<file path="src/rtl/layer_mac_sequencer_pkg.sv">
// rtl/layer_mac_sequencer_pkg.sv - layer_pkg: states, default sizes and weight address helper
// Stride and run length depend on LAYER_SEQ_BIAS_EN (one extra bias word per neuron).
package layer_pkg;

    localparam int N_INPUTS_DEF  = 5;
    localparam int N_NEURONS_DEF = 5;
    localparam int W_W_DEF       = 10;
    localparam int ACC_W_DEF     = 24;
    localparam int ADDR_W_DEF    = 8;

`ifdef LAYER_SEQ_BIAS_EN
    localparam int unsigned STRIDE = N_INPUTS_DEF + 1;
`else
    localparam int unsigned STRIDE = N_INPUTS_DEF;
`endif

    typedef enum logic [2:0] {
        ST_IDLE,
        ST_RUN,
        ST_DRAIN,
        ST_ACT,
        ST_DONE
    } layer_state_t;

    function automatic logic [ADDR_W_DEF-1:0] weight_addr(input int unsigned neuron,
                                                          input int unsigned idx);
        int unsigned a;
        a = neuron * STRIDE + idx;
        return a[ADDR_W_DEF-1:0];
    endfunction

endpackage

</file>
<file path="src/rtl/layer_mac_sequencer_if.sv">
// rtl/layer_mac_sequencer_if.sv - control, result and weight-memory signals of the layer sequencer
// master = host/memory side, slave = sequencer side.
interface layer_mac_sequencer_if #(
    parameter int N_INPUTS  = layer_pkg::N_INPUTS_DEF,
    parameter int N_NEURONS = layer_pkg::N_NEURONS_DEF,
    parameter int W_W       = layer_pkg::W_W_DEF,
    parameter int ADDR_W    = layer_pkg::ADDR_W_DEF
);
    logic                  start;
    logic [N_INPUTS-1:0]   in_vec;
    logic                  busy;
    logic                  done;
    logic [N_NEURONS-1:0]  out_vec;
    logic                  w_rd_en;
    logic [ADDR_W-1:0]     w_addr;
    logic signed [W_W-1:0] w_data;

    modport master (
        output start, in_vec, w_data,
        input  busy, done, out_vec, w_rd_en, w_addr
    );

    modport slave (
        input  start, in_vec, w_data,
        output busy, done, out_vec, w_rd_en, w_addr
    );
endinterface

</file>
<file path="src/rtl/layer_mac_sequencer_step_activation.sv">
// rtl/layer_mac_sequencer_step_activation.sv - step_activation: 1 when the signed sum is strictly positive
module step_activation #(
    parameter int ACC_W = layer_pkg::ACC_W_DEF
) (
    input  logic signed [ACC_W-1:0] acc,
    output logic                    act
);
    assign act = !acc[ACC_W-1] && (acc != '0);
endmodule

</file>
<file path="src/rtl/layer_mac_sequencer.sv">
// rtl/layer_mac_sequencer.sv - one shared MAC swept over all neurons, weights from external sync memory
// LAYER_SEQ_BIAS_EN adds a per-neuron bias word at idx = N_INPUTS, always accumulated.
module layer_mac_sequencer
    import layer_pkg::*;
#(
    parameter int N_INPUTS  = N_INPUTS_DEF,
    parameter int N_NEURONS = N_NEURONS_DEF,
    parameter int W_W       = W_W_DEF,
    parameter int ACC_W     = ACC_W_DEF,
    parameter int ADDR_W    = ADDR_W_DEF
) (
    input  logic                 clk,
    input  logic                 rst_n,
    layer_mac_sequencer_if.slave bus
);

`ifdef LAYER_SEQ_BIAS_EN
    localparam int RUN_LEN = N_INPUTS + 1;
`else
    localparam int RUN_LEN = N_INPUTS;
`endif
    localparam int IW = $clog2(RUN_LEN + 1);
    localparam int NW = (N_NEURONS > 1) ? $clog2(N_NEURONS) : 1;

    layer_state_t            state_q, state_d;
    logic [NW-1:0]           neuron_q, neuron_d;
    logic [IW-1:0]           idx_q, idx_d;
    logic [IW-1:0]           rd_idx_q, rd_idx_d;
    logic                    rd_pend_q, rd_pend_d;
    logic signed [ACC_W-1:0] acc_q, acc_d;
    logic [N_INPUTS-1:0]     in_lat_q, in_lat_d;
    logic [N_NEURONS-1:0]    out_vec_q, out_vec_d;
    logic [ADDR_W-1:0]       w_addr_q, w_addr_d;

    logic signed [ACC_W-1:0] w_ext;
    logic                    gate;
    logic                    act;

    assign w_ext = {{(ACC_W-W_W){bus.w_data[W_W-1]}}, bus.w_data};

    // rd_idx tracks which read the arriving w_data belongs to (one-cycle memory latency).
`ifdef LAYER_SEQ_BIAS_EN
    assign gate = (32'(rd_idx_q) == N_INPUTS) ? 1'b1 : in_lat_q[rd_idx_q];
`else
    assign gate = in_lat_q[rd_idx_q];
`endif

    step_activation #(.ACC_W(ACC_W)) u_step (
        .acc (acc_q),
        .act (act)
    );

    always_comb begin
        state_d   = state_q;
        neuron_d  = neuron_q;
        idx_d     = idx_q;
        rd_idx_d  = rd_idx_q;
        rd_pend_d = 1'b0;
        in_lat_d  = in_lat_q;
        out_vec_d = out_vec_q;
        w_addr_d  = w_addr_q;
        acc_d     = (rd_pend_q && gate) ? acc_q + w_ext : acc_q;

        unique case (state_q)
            ST_IDLE: begin
                if (bus.start) begin
                    in_lat_d  = bus.in_vec;
                    neuron_d  = '0;
                    idx_d     = '0;
                    acc_d     = '0;
                    out_vec_d = '0;
                    w_addr_d  = weight_addr(0, 0);
                    state_d   = ST_RUN;
                end
            end
            ST_RUN: begin
                rd_pend_d = 1'b1;
                rd_idx_d  = idx_q;
                if (32'(idx_q) == RUN_LEN - 1) begin
                    state_d = ST_DRAIN;
                end else begin
                    idx_d    = idx_q + 1'b1;
                    w_addr_d = weight_addr(32'(neuron_q), 32'(idx_q) + 1);
                end
            end
            ST_DRAIN: begin
                state_d = ST_ACT;
            end
            ST_ACT: begin
                out_vec_d[neuron_q] = act;
                acc_d               = '0;
                if (32'(neuron_q) == N_NEURONS - 1) begin
                    state_d = ST_DONE;
                end else begin
                    neuron_d = neuron_q + 1'b1;
                    idx_d    = '0;
                    w_addr_d = weight_addr(32'(neuron_q) + 1, 0);
                    state_d  = ST_RUN;
                end
            end
            ST_DONE: begin
                state_d = ST_IDLE;
            end
            default: begin
                state_d = ST_IDLE;
            end
        endcase
    end

    always_ff @(posedge clk or negedge rst_n) begin
        if (!rst_n) begin
            state_q   <= ST_IDLE;
            neuron_q  <= '0;
            idx_q     <= '0;
            rd_idx_q  <= '0;
            rd_pend_q <= 1'b0;
            acc_q     <= '0;
            in_lat_q  <= '0;
            out_vec_q <= '0;
            w_addr_q  <= '0;
        end else begin
            state_q   <= state_d;
            neuron_q  <= neuron_d;
            idx_q     <= idx_d;
            rd_idx_q  <= rd_idx_d;
            rd_pend_q <= rd_pend_d;
            acc_q     <= acc_d;
            in_lat_q  <= in_lat_d;
            out_vec_q <= out_vec_d;
            w_addr_q  <= w_addr_d;
        end
    end

    assign bus.w_rd_en = (state_q == ST_RUN);
    assign bus.w_addr  = w_addr_q;
    assign bus.busy    = (state_q == ST_RUN) || (state_q == ST_DRAIN) || (state_q == ST_ACT);
    assign bus.done    = (state_q == ST_DONE);
    assign bus.out_vec = out_vec_q;

endmodule

</file>
<file path="src/flat_wrapper.sv">
// flat-port wrapper written by rule: the top's interface ports become plain ports
module layer_mac_sequencer_flat import layer_pkg::*;
#(
    parameter int N_INPUTS  = N_INPUTS_DEF,
    parameter int N_NEURONS = N_NEURONS_DEF,
    parameter int W_W       = W_W_DEF,
    parameter int ACC_W     = ACC_W_DEF,
    parameter int ADDR_W    = ADDR_W_DEF
)
  (clk, rst_n, bus_start, bus_in_vec, bus_w_data, bus_busy, bus_done, bus_out_vec, bus_w_rd_en, bus_w_addr);
  layer_mac_sequencer_if #(.N_INPUTS(N_INPUTS), .N_NEURONS(N_NEURONS), .W_W(W_W), .ADDR_W(ADDR_W)) bus_i ();
  input  logic clk;
  input  logic rst_n;
  input wire logic [$bits(bus_i.start)-1:0] bus_start;
  input wire logic [$bits(bus_i.in_vec)-1:0] bus_in_vec;
  input wire logic [$bits(bus_i.w_data)-1:0] bus_w_data;
  output wire logic [$bits(bus_i.busy)-1:0] bus_busy;
  output wire logic [$bits(bus_i.done)-1:0] bus_done;
  output wire logic [$bits(bus_i.out_vec)-1:0] bus_out_vec;
  output wire logic [$bits(bus_i.w_rd_en)-1:0] bus_w_rd_en;
  output wire logic [$bits(bus_i.w_addr)-1:0] bus_w_addr;
  assign bus_i.start = bus_start;
  assign bus_i.in_vec = bus_in_vec;
  assign bus_i.w_data = bus_w_data;
  assign bus_busy = bus_i.busy;
  assign bus_done = bus_i.done;
  assign bus_out_vec = bus_i.out_vec;
  assign bus_w_rd_en = bus_i.w_rd_en;
  assign bus_w_addr = bus_i.w_addr;
  layer_mac_sequencer #(.N_INPUTS(N_INPUTS), .N_NEURONS(N_NEURONS), .W_W(W_W), .ACC_W(ACC_W), .ADDR_W(ADDR_W)) u_core (.clk(clk), .rst_n(rst_n), .bus(bus_i));
endmodule
</file>
<file path="config.mk">
export PLATFORM = sky130hd
export DESIGN_NAME = layer_mac_sequencer_flat
export DESIGN_NICKNAME = d
export VERILOG_FILES = /design/src/rtl/layer_mac_sequencer_pkg.sv /design/src/rtl/layer_mac_sequencer_if.sv /design/src/rtl/layer_mac_sequencer_step_activation.sv /design/src/rtl/layer_mac_sequencer.sv /design/src/flat_wrapper.sv
export SDC_FILE = /design/constraint.sdc
export NUM_CORES = 1
export LEC_CHECK = 0
export ABC_CLOCK_PERIOD_IN_PS = 3100
export BUFFER_PORTS_ARGS = -buffer_cell sky130_fd_sc_hd__clkbuf_2
export CORE_ASPECT_RATIO = 1.75
export CORE_MARGIN = 5
export CORE_UTILIZATION = 50
export CTS_CLUSTER_SIZE = 16
export DETAILED_ROUTE_END_ITERATION = 16
export GPL_ROUTABILITY_DRIVEN = 0
export PLACE_DENSITY = 0.65
export SLEW_MARGIN = 0
export SYNTH_ARGS = -nofsm -noshare
export SYNTH_HDL_FRONTEND = slang
export SYNTH_HIERARCHICAL = 1
export SYNTH_SLANG_ARGS = --single-unit
</file>
<file path="constraint.sdc">
create_clock -name clk -period 3.1 [get_ports clk]
set_clock_uncertainty 0.2 [all_clocks]
set_input_delay 0.31 -clock clk [delete_from_list [all_inputs] [get_ports clk]]
set_output_delay 0.31 -clock clk [all_outputs]
set_load 0.02 [all_outputs]
</file>
==> results of run 1 <==
[power by group]
group	internal, W	switching, W	total [W]
Sequential	0.000992	0.000254	0.00125
Combinational	0.00113	0.00163	0.00276
Clock	0.000387	0.000275	0.000662
[sequential cells by signal, indices dropped and copies added, names as in the netlist]
register	count
u_core/rd_pend_q	1
u_core/state_q	3
u_core/acc_q	24
u_core/in_lat_q	5
u_core/idx_q	3
u_core/rd_idx_q	3
u_core/bus.w_addr	7
u_core/bus.out_vec	5
u_core/neuron_q	3
[worst min-delay path by stage]
stage | cells after the start | startpoint | to | slack [ns]
final | 2 | bus_in_vec[4] | u_core/in_lat_q[4] | 0.04
after CTS | 2 | bus_in_vec[4] | u_core/in_lat_q[4] | 0.03
after detailed placement | 1 | rst_n | u_core/bus.w_addr[6] | 0.28
after global routing | 2 | bus_in_vec[3] | u_core/in_lat_q[3] | 0.05
after floorplan | 0 | rst_n | u_core/acc_q[0] | -0.19
after global placement | 1 | rst_n | u_core/bus.w_addr[5] | 0.27
[per-stage QoR]
stage               total power (W)  setup slack (ns)  hold slack (ns)  instances
floorplan                   0.00323             0.626           -0.186        437
global placement            0.00396             0.393            0.267        558
detailed placement          0.00401             0.359            0.283        558
CTS                         0.00470             0.394           0.0333        567
global route                0.00511             0.130           0.0452        567
finish                      0.00467             0.368           0.0411        567
[layout make-up]
type,instances,area (um2),area share
multi-input cells,352,2460,0.555
clock inverters,3,47.5,0.0107
clock buffers,5,125,0.0282
repair buffers,49,290,0.0653
well taps,90,113,0.0253
inverters,14,52.6,0.0118
flip-flops and latches,54,1350,0.304
[logic make-up after synthesis]
kind of cell	after synthesis	synth area share
other cells	1	0.000952
xor+xnor	18	0.0400
compound gates	127	0.217
mux	16	0.0432
fa+ha+maj	42	0.139
buf+inv	31	0.0327
flops	54	0.343
simple gates	148	0.185
[routing by layer]
metal / vias to the layer above / part of all wire / wire length, um / global-route usage
met5: - / 0 / 0 / 0
li1: 1691 / - / - / -
met3: 29 / 0.027 / 272 / 0.0268
met4: 0 / 0.045 / 451 / 0.111
met2: 65 / 0.55 / 5500 / 0.411
met1: 1689 / 0.37 / 3690 / 0.221
[synth_stat cells, types with 2 or more instances]
library cell	number	area, um2
inv_1	14	52.6
ha_1	39	488
o31ai_1	2	15.0
o21a_1	2	15.0
a31oi_1	4	25.0
o21ai_0	27	135
nand2_1	28	105
nor2_1	40	150
a211o_1	4	35.0
nor3_1	19	95.1
nor2b_1	5	31.3
mux2i_1	8	80.1
xor2_1	10	87.6
o21bai_1	6	45.0
nand4_1	3	18.8
or3_1	3	18.8
buf_2	6	30.0
and2_1	5	31.3
a21oi_1	37	185
a21o_1	15	113
clkbuf_1	9	33.8
xnor2_1	8	70.1
nor4_1	5	31.3
dfrtp_1	54	1350
nand3_1	18	90.1
fa_1	3	60.1
o211a_1	2	20.0
mux2_2	8	90.1
a22oi_1	5	37.5
a32o_1	4	40.0
and3_1	12	75.1
a211oi_1	2	15.0
a221oi_1	3	26.3
==> flow_metrics.env, run 1 <==
export IMPL_arrival_ns=2.72
export IMPL_clk_latency_ns=0.30
export IMPL_drive_above_1_share=0.155
export IMPL_grt_pass1_vias=3551
export IMPL_die_x_um=77.1
export IMPL_clockBufferDepth=2
export IMPL_row_count=43
export IMPL_r2r_setup_slack_ns=0.37
export IMPL_synthDistinctLibCells=60
export IMPL_vias_per_cell=6.13
export IMPL_timing_fmax_ghz=0.366
export IMPL_path_class="reg -> reg"
export IMPL_period_minus_slack_ns=2.73
export IMPL_layout_common_cells="dfrtp_1, nor2_1, ha_1, a21oi_1, clkbuf_2"
export IMPL_final_common_cell="dfrtp_1"
export IMPL_crit_family="compound AO/OA/AOI/OAI gates"
export IMPL_p_leak_nw=2.23
export IMPL_place_area_um2=4260
export IMPL_p_per_area_nw_per_um2=1050
export IMPL_route_detailed_drc=0
export IMPL_synth_area_um2=3940
export IMPL_detail_route_iter0_violations=187
export IMPL_r2r_cells=11
export IMPL_drv_cap=0
export IMPL_cts_tree="yes"
export IMPL_finalInstanceArea_um2=4440
export IMPL_avgSynthCellArea_um2=9.02
export IMPL_synth_yosys_warnings=6
export IMPL_htree_levels=2
export IMPL_hpwl_mm=7.80
export IMPL_floorplan_initialDensity=0.505
export IMPL_cts_root_buf="clkbuf_16"
export IMPL_synth_edf_count=0
export IMPL_core_um2=7800
export IMPL_via_count=3474
export IMPL_finalHoldViolations=0
export IMPL_wl_per_cell_um=17.5
export IMPL_dr_pass1_iters=4
export IMPL_cts_hold_buffers=1
export IMPL_cp_num_buf_inv=2
export IMPL_fillers=722
export IMPL_grt_max_degree=36
export IMPL_crit_path_start_kind="register"
export IMPL_crit_fanout=4
export IMPL_hold_class="in -> reg"
export IMPL_tightest_slew_ns=0.860
export IMPL_clock_sink_count=54
export IMPL_cts_repair_resized=0
export IMPL_ys_seq_area_frac=0.343
export IMPL_slew_viol_final=0
export IMPL_path_depth=11
export IMPL_clk_pin_slew_worst_paths_ns=0.07
export IMPL_cp_slowest_stage_delay_ns=0.38
export IMPL_rsz0062_at_grt="false"
export IMPL_area_delta_synth_final_pct=12.8
export IMPL_r2r_end="u_core/acc_q[18]"
export IMPL_die_h_um=127
export IMPL_relSlewSlack=0.427
export IMPL_antenna_found_initial=0
export IMPL_drt_wl_total_mm=9.92
export IMPL_critPathRequiredTime_ns=3.08
export IMPL_post_route_period_util=0.881
export IMPL_grtUsageTotal=0.214
export IMPL_grt_pass1_wl_mm=16.9
export IMPL_setup_viol=0
export IMPL_io_buffers=32
export IMPL_syn_inst=437
export IMPL_ant_nets=0
export IMPL_grt_overflow=0
export IMPL_fin_tns_setup_ns=0
export IMPL_yosys_most_used_dff="dfrtp_1"
export IMPL_cts_setup_buffers=0
export IMPL_ys_async_sr_fraction=1.00
export IMPL_ir_drop_mv=0.492
export IMPL_crit_chain="ha_1 > inv_1 > fa_1 > nor2b_1 > o2111ai_1 > a21oi_1 > nor2_1 > o21ai_0 > buf_4 > mux2i_1 > nand3_1"
export IMPL_fin_nets=536
export IMPL_pin_count=34
export IMPL_worstSetupEndpoint="u_core/acc_q[18]"
export IMPL_synth_nets=497
export IMPL_timing_rr_start="u_core/acc_q[0]"
export IMPL_cp_startpoint="u_core/acc_q[0]"
export IMPL_status="completed"
export IMPL_die_area_um2=9830
export IMPL_n_antenna_cell=0
export IMPL_postLayoutCoreUtil=0.570
export IMPL_ys_ff_latch=54
export IMPL_end_kind="register"
export IMPL_slowest_stage="fa_1"
export IMPL_cts_inserted_buffers=5
Power figures use the tool's default switching activity.
==> inputs of run 2 (changes only) <==
--- a/config.mk
+++ b/config.mk
@@ -13,6 +13,7 @@
 export CTS_CLUSTER_SIZE = 16
 export DETAILED_ROUTE_END_ITERATION = 16
 export GPL_ROUTABILITY_DRIVEN = 0
+export GPL_TIMING_DRIVEN = 0
 export PLACE_DENSITY = 0.65
 export SLEW_MARGIN = 0
 export SYNTH_ARGS = -nofsm -noshare
==> flow_metrics.env, run 2 (synthesized netlist as in run 1, its figures left out) <==
export IMPL_status="completed"
export IMPL_ant_nets=0
export IMPL_slew_viol_final=0
export IMPL_fillers=726
export IMPL_hpwl_mm=7.67
export IMPL_dr_pass1_iters=4
export IMPL_hold_class="in -> reg"
export IMPL_drv_cap=0
export IMPL_final_common_cell="dfrtp_1"
export IMPL_clockBufferDepth=2
export IMPL_core_um2=7800
export IMPL_detail_route_iter0_violations=237
export IMPL_drive_above_1_share=0.138
export IMPL_wl_per_cell_um=17.4
export IMPL_htree_levels=2
export IMPL_die_area_um2=9830
export IMPL_p_per_area_nw_per_um2=1040
export IMPL_die_h_um=127
export IMPL_grtUsageTotal=0.206
export IMPL_vias_per_cell=6.15
export IMPL_antenna_found_initial=0
export IMPL_n_antenna_cell=0
export IMPL_cts_root_buf="clkbuf_16"
export IMPL_setup_viol=0
export IMPL_finalHoldViolations=0
export IMPL_grt_overflow=0
export IMPL_finalInstanceArea_um2=4400
export IMPL_route_detailed_drc=0
export IMPL_layout_common_cells="dfrtp_1, nor2_1, ha_1, a21oi_1, clkbuf_2"
export IMPL_timing_fmax_ghz=0.355
export IMPL_ir_drop_mv=0.633
export IMPL_cts_inserted_buffers=5
export IMPL_fin_tns_setup_ns=0
export IMPL_pre_cts_ws_ns=-0.0438
export IMPL_grt_pass1_wl_mm=16.4
export IMPL_clk_latency_ns=0.30
export IMPL_grt_pass1_vias=3515
export IMPL_dp_cells=559
export IMPL_p_leak_nw=2.20
export IMPL_pin_count=34
export IMPL_largest_reg_flops=24
export IMPL_clk_pin_slew_worst_paths_ns=0.07
export IMPL_floorplan_initialDensity=0.505
export IMPL_path_class="reg -> reg"
export IMPL_whs_ns=0.0441
export IMPL_drt_wl_total_mm=9.93
export IMPL_fin_ws_ns=0.285
export IMPL_via_count=3500
export IMPL_regMostFlops="u_core/acc_q"
export IMPL_relSlewSlack=0.377
export IMPL_rsz0062_at_grt="false"
export IMPL_critPathRequiredTime_ns=3.07
export IMPL_cts_tree="yes"
export IMPL_fin_cells=569
export IMPL_crit_fanout=5
export IMPL_die_x_um=77.1
export IMPL_post_route_period_util=0.908
export IMPL_end_kind="register"
export IMPL_io_buffers=32
export IMPL_fin_nets=538
export IMPL_row_count=43
export IMPL_crit_path_start_kind="register"
export IMPL_grt_max_degree=55
export IMPL_tightest_slew_ns=0.927
export IMPL_period_minus_slack_ns=2.81
export IMPL_arrival_ns=2.79
export IMPL_clock_sink_count=54
export IMPL_area_delta_synth_final_pct=11.6
export IMPL_place_area_um2=4210
[run 2: power by group]
group | internal (W) | switching [W] | total [W]
registers | 0.000993 | 0.000229 | 0.00122
clock network | 0.000326 | 0.000261 | 0.000586
logic | 0.00107 | 0.00168 | 0.00276
[run 2: layout make-up]
type	instances	area [um2]	share of cell area
Timing Repair Buffer	34	190	0.0432
Buffer	17	76.3	0.0174
Sequential cell	54	1350	0.307
Clock inverter	1	8.76	0.00199
Tap cell	90	113	0.0256
Clock buffer	7	143	0.0324
Multi-Input combinational cell	352	2460	0.560
Inverter	14	52.6	0.0119
[run 2: final timing paths]
kind / from / end / slack (ns) / cells after the start
min reg2reg: u_core/in_lat_q[2] / u_core/in_lat_q[2] / 0.31 / 1
max: u_core/acc_q[9] / u_core/acc_q[20] / 0.29 / 8
min: bus_in_vec[4] / u_core/in_lat_q[4] / 0.04 / 2
max in group asynchronous: rst_n / u_core/in_lat_q[1] / 1.79 / 3
max reg2reg: u_core/acc_q[9] / u_core/acc_q[20] / 0.29 / 8
min in group asynchronous: rst_n / u_core/bus.w_addr[5] / 0.33 / 2
[run 2: through the flow]
step / power [W] / utilization
after global routing: 0.00497 / 0.564
after detailed placement: 0.00396 / 0.540
after floorplan: 0.00323 / -
after global placement: 0.00390 / 0.540
final: 0.00456 / 0.564
after CTS: 0.00457 / 0.559
[run 2: per-layer routing]
layer | track usage | vias to the layer above | share of wire | wire (um)
met3 | 0.0268 | 25 | 0.028 | 276
met4 | 0.128 | 0 | 0.047 | 466
li1 | - | 1691 | - | -
met1 | 0.212 | 1715 | 0.37 | 3650
met5 | 0 | - | 0 | 0
met2 | 0.387 | 69 | 0.56 | 5530
[run 2: what timing repair did]
action / 4_1_cts / 5_1_grt
buffers inserted: 0 / 0
endpoints found under the setup margin: 0 / 4
resized for setup: 0 / 3
hold endpoints to repair: 0 / 23
hold buffers: 0 / 1
[run 2: worst max-delay path: stages, from the launching register on]
cell      delay, ns
dfrtp_1        0.41
ha_1           0.38
a21oi_1        0.39
o21bai_1       0.11
a221oi_1       0.30
o21ai_1        0.20
a221oi_1       0.42
xor2_1         0.20
o21ai_0        0.10
==> inputs of run 3 (changes only) <==
--- a/config.mk
+++ b/config.mk
@@ -5,7 +5,7 @@
 export SDC_FILE = /design/constraint.sdc
 export NUM_CORES = 1
 export LEC_CHECK = 0
-export ABC_CLOCK_PERIOD_IN_PS = 3100
+export ABC_CLOCK_PERIOD_IN_PS = 2900
 export BUFFER_PORTS_ARGS = -buffer_cell sky130_fd_sc_hd__clkbuf_2
 export CORE_ASPECT_RATIO = 1.75
 export CORE_MARGIN = 5
==> constraint.sdc (replaced) <==
create_clock -name clk -period 2.9 [get_ports clk]
set_clock_uncertainty 0.2 [all_clocks]
set_input_delay 0.29 -clock clk [delete_from_list [all_inputs] [get_ports clk]]
set_output_delay 0.29 -clock clk [all_outputs]
set_load 0.02 [all_outputs]
==> flow_metrics.env, run 3 (synthesized netlist as in run 1, its figures left out) <==
export IMPL_finalHoldViolations=0
export IMPL_hp_start="bus_in_vec[4]"
export IMPL_p_leak_nw=2.20
export IMPL_die_h_um=127
export IMPL_whs_ns=0.0236
export IMPL_whs_endpoint="u_core/in_lat_q[4]"
export IMPL_timing_fmax_ghz=0.365
export IMPL_setup_viol=0
export IMPL_drive_above_1_share=0.142
export IMPL_hpwl_mm=7.67
export IMPL_grt_pass1_vias=3515
export IMPL_end_kind="register"
export IMPL_core_um2=7800
export IMPL_final_common_cell="dfrtp_1"
export IMPL_timing_rr_start="u_core/acc_q[1]"
export IMPL_floorplan_initialDensity=0.505
export IMPL_p_per_area_nw_per_um2=1110
export IMPL_io_buffers=32
export IMPL_clock_sink_count=54
export IMPL_cp_startpoint="u_core/acc_q[1]"
export IMPL_layout_common_cells="dfrtp_1, nor2_1, ha_1, a21oi_1, clkbuf_2"
export IMPL_drv_cap=0
export IMPL_crit_fanout=5
export IMPL_pre_cts_ws_ns=-0.224
export IMPL_fin_ws_ns=0.163
export IMPL_cts_setup_buffers=0
export IMPL_met2_usage=0.387
export IMPL_n_antenna_cell=0
export IMPL_grt_pass1_wl_mm=16.4
export IMPL_busiest_layer="met2"
export IMPL_vias_per_cell=6.09
export IMPL_grt_overflow=0
export IMPL_detail_route_iter0_violations=207
export IMPL_clk_latency_ns=0.30
export IMPL_cts_inserted_buffers=5
export IMPL_r2r_end="u_core/acc_q[21]"
export IMPL_slew_viol_final=0
export IMPL_tightest_slew_ns=0.937
export IMPL_cts_tree="yes"
export IMPL_drt_wl_total_mm=9.92
export IMPL_grt_max_degree=55
export IMPL_hold_class="in -> reg"
export IMPL_post_route_period_util=0.944
export IMPL_status="completed"
export IMPL_fillers=728
export IMPL_cts_root_buf="clkbuf_16"
export IMPL_die_area_um2=9830
export IMPL_clk_pin_slew_worst_paths_ns=0.07
export IMPL_relSlewSlack=0.370
export IMPL_regMostFlops="u_core/acc_q"
export IMPL_dr_pass1_iters=4
export IMPL_holdPathStages=2
export IMPL_period_minus_slack_ns=2.74
export IMPL_crit_path_start_kind="register"
export IMPL_htree_levels=2
export IMPL_place_area_um2=4210
export IMPL_wl_per_cell_um=17.4
export IMPL_largest_reg_flops=24
export IMPL_pin_count=34
export IMPL_clockBufferDepth=2
export IMPL_met3_usage=0.0268
export IMPL_critPathRequiredTime_ns=2.88
export IMPL_grtUsageTotal=0.206
export IMPL_r2r_cells=8
export IMPL_row_count=43
export IMPL_ant_nets=0
export IMPL_route_detailed_drc=0
export IMPL_via_count=3467
export IMPL_die_x_um=77.1
export IMPL_rsz0062_at_grt="false"
export IMPL_antenna_found_initial=0
export IMPL_fin_nets=538
export IMPL_arrival_ns=2.72
export IMPL_area_delta_synth_final_pct=11.8
export IMPL_path_class="reg -> reg"
export IMPL_r2r_setup_slack_ns=0.16
export IMPL_met1_usage=0.212
export IMPL_ir_drop_mv=0.675
export IMPL_finalInstanceArea_um2=4400
## run 3: cell counts in the layout (fill, tap and decap cells not counted)
Identical to the previous run, type by type.
## run 3: power by group
| group | leakage (nW) | internal [W] | switching (W) |
|---|---|---|---|
| registers | 0.693 | 0.00106 | 0.000244 |
| logic | 1.43 | 0.00115 | 0.00180 |
| clock network | 0.0745 | 0.000348 | 0.000281 |
| total | 2.20 | 0.00256 | 0.00232 |
## run 3: worst max path at each step
stage	endpoint	slack (ns)	cells past startpoint
floorplan	u_core/acc_q[18]	0.43	10
global placement	u_core/acc_q[20]	-0.17	9
detailed placement	u_core/acc_q[20]	-0.22	9
CTS	u_core/acc_q[20]	0.02	10
global route	u_core/acc_q[20]	0.006	8
finish	u_core/acc_q[21]	0.16	8
## run 3: per-stage QoR
step / total power (W) / setup TNS (ns) / util / instances
after floorplan: 0.00345 / 0 / - / 437
after global placement: 0.00417 / -0.381 / 0.540 / 559
after detailed placement: 0.00423 / -0.435 / 0.540 / 559
after CTS: 0.00488 / 0 / 0.559 / 567
after global routing: 0.00532 / 0 / 0.565 / 569
final: 0.00489 / 0 / 0.565 / 569
## run 3: repair_timing
item,4_1_cts,5_1_grt
gates resized for setup,1,4
endpoints found under the hold margin,0,23
endpoints found under the setup margin,2,5
pin swaps,0,1
hold buffers,0,1
## run 3: area by class of cell
cell class                 count  area, um2  share of cell area
multi-input combinational    352       2470               0.561
sequential                    54       1350               0.307
timing repair buffer          34        190              0.0432
clock buffer                   7        143              0.0324
tap                           90        113              0.0256
buffer                        17       76.3              0.0173
inverter                      14       52.6              0.0119
clock inverter                 1       8.76             0.00199
## run 3: layer usage
layer / share of wire / vias up
met4: 0.045 / 0
met1: 0.37 / 1689
met2: 0.56 / 65
met3: 0.024 / 22
li1: - / 1691
met5: 0 / -
## run 3: critical path, cell delays in order, from the launching register on
cell and delay [ns]:
dfrtp_1 0.41, ha_1 0.31, a211o_1 0.33, a211o_1 0.37, a41oi_4 0.34, o21ai_2 0.15, a221oi_2 0.27, xor2_1 0.17
o21ai_1 0.07
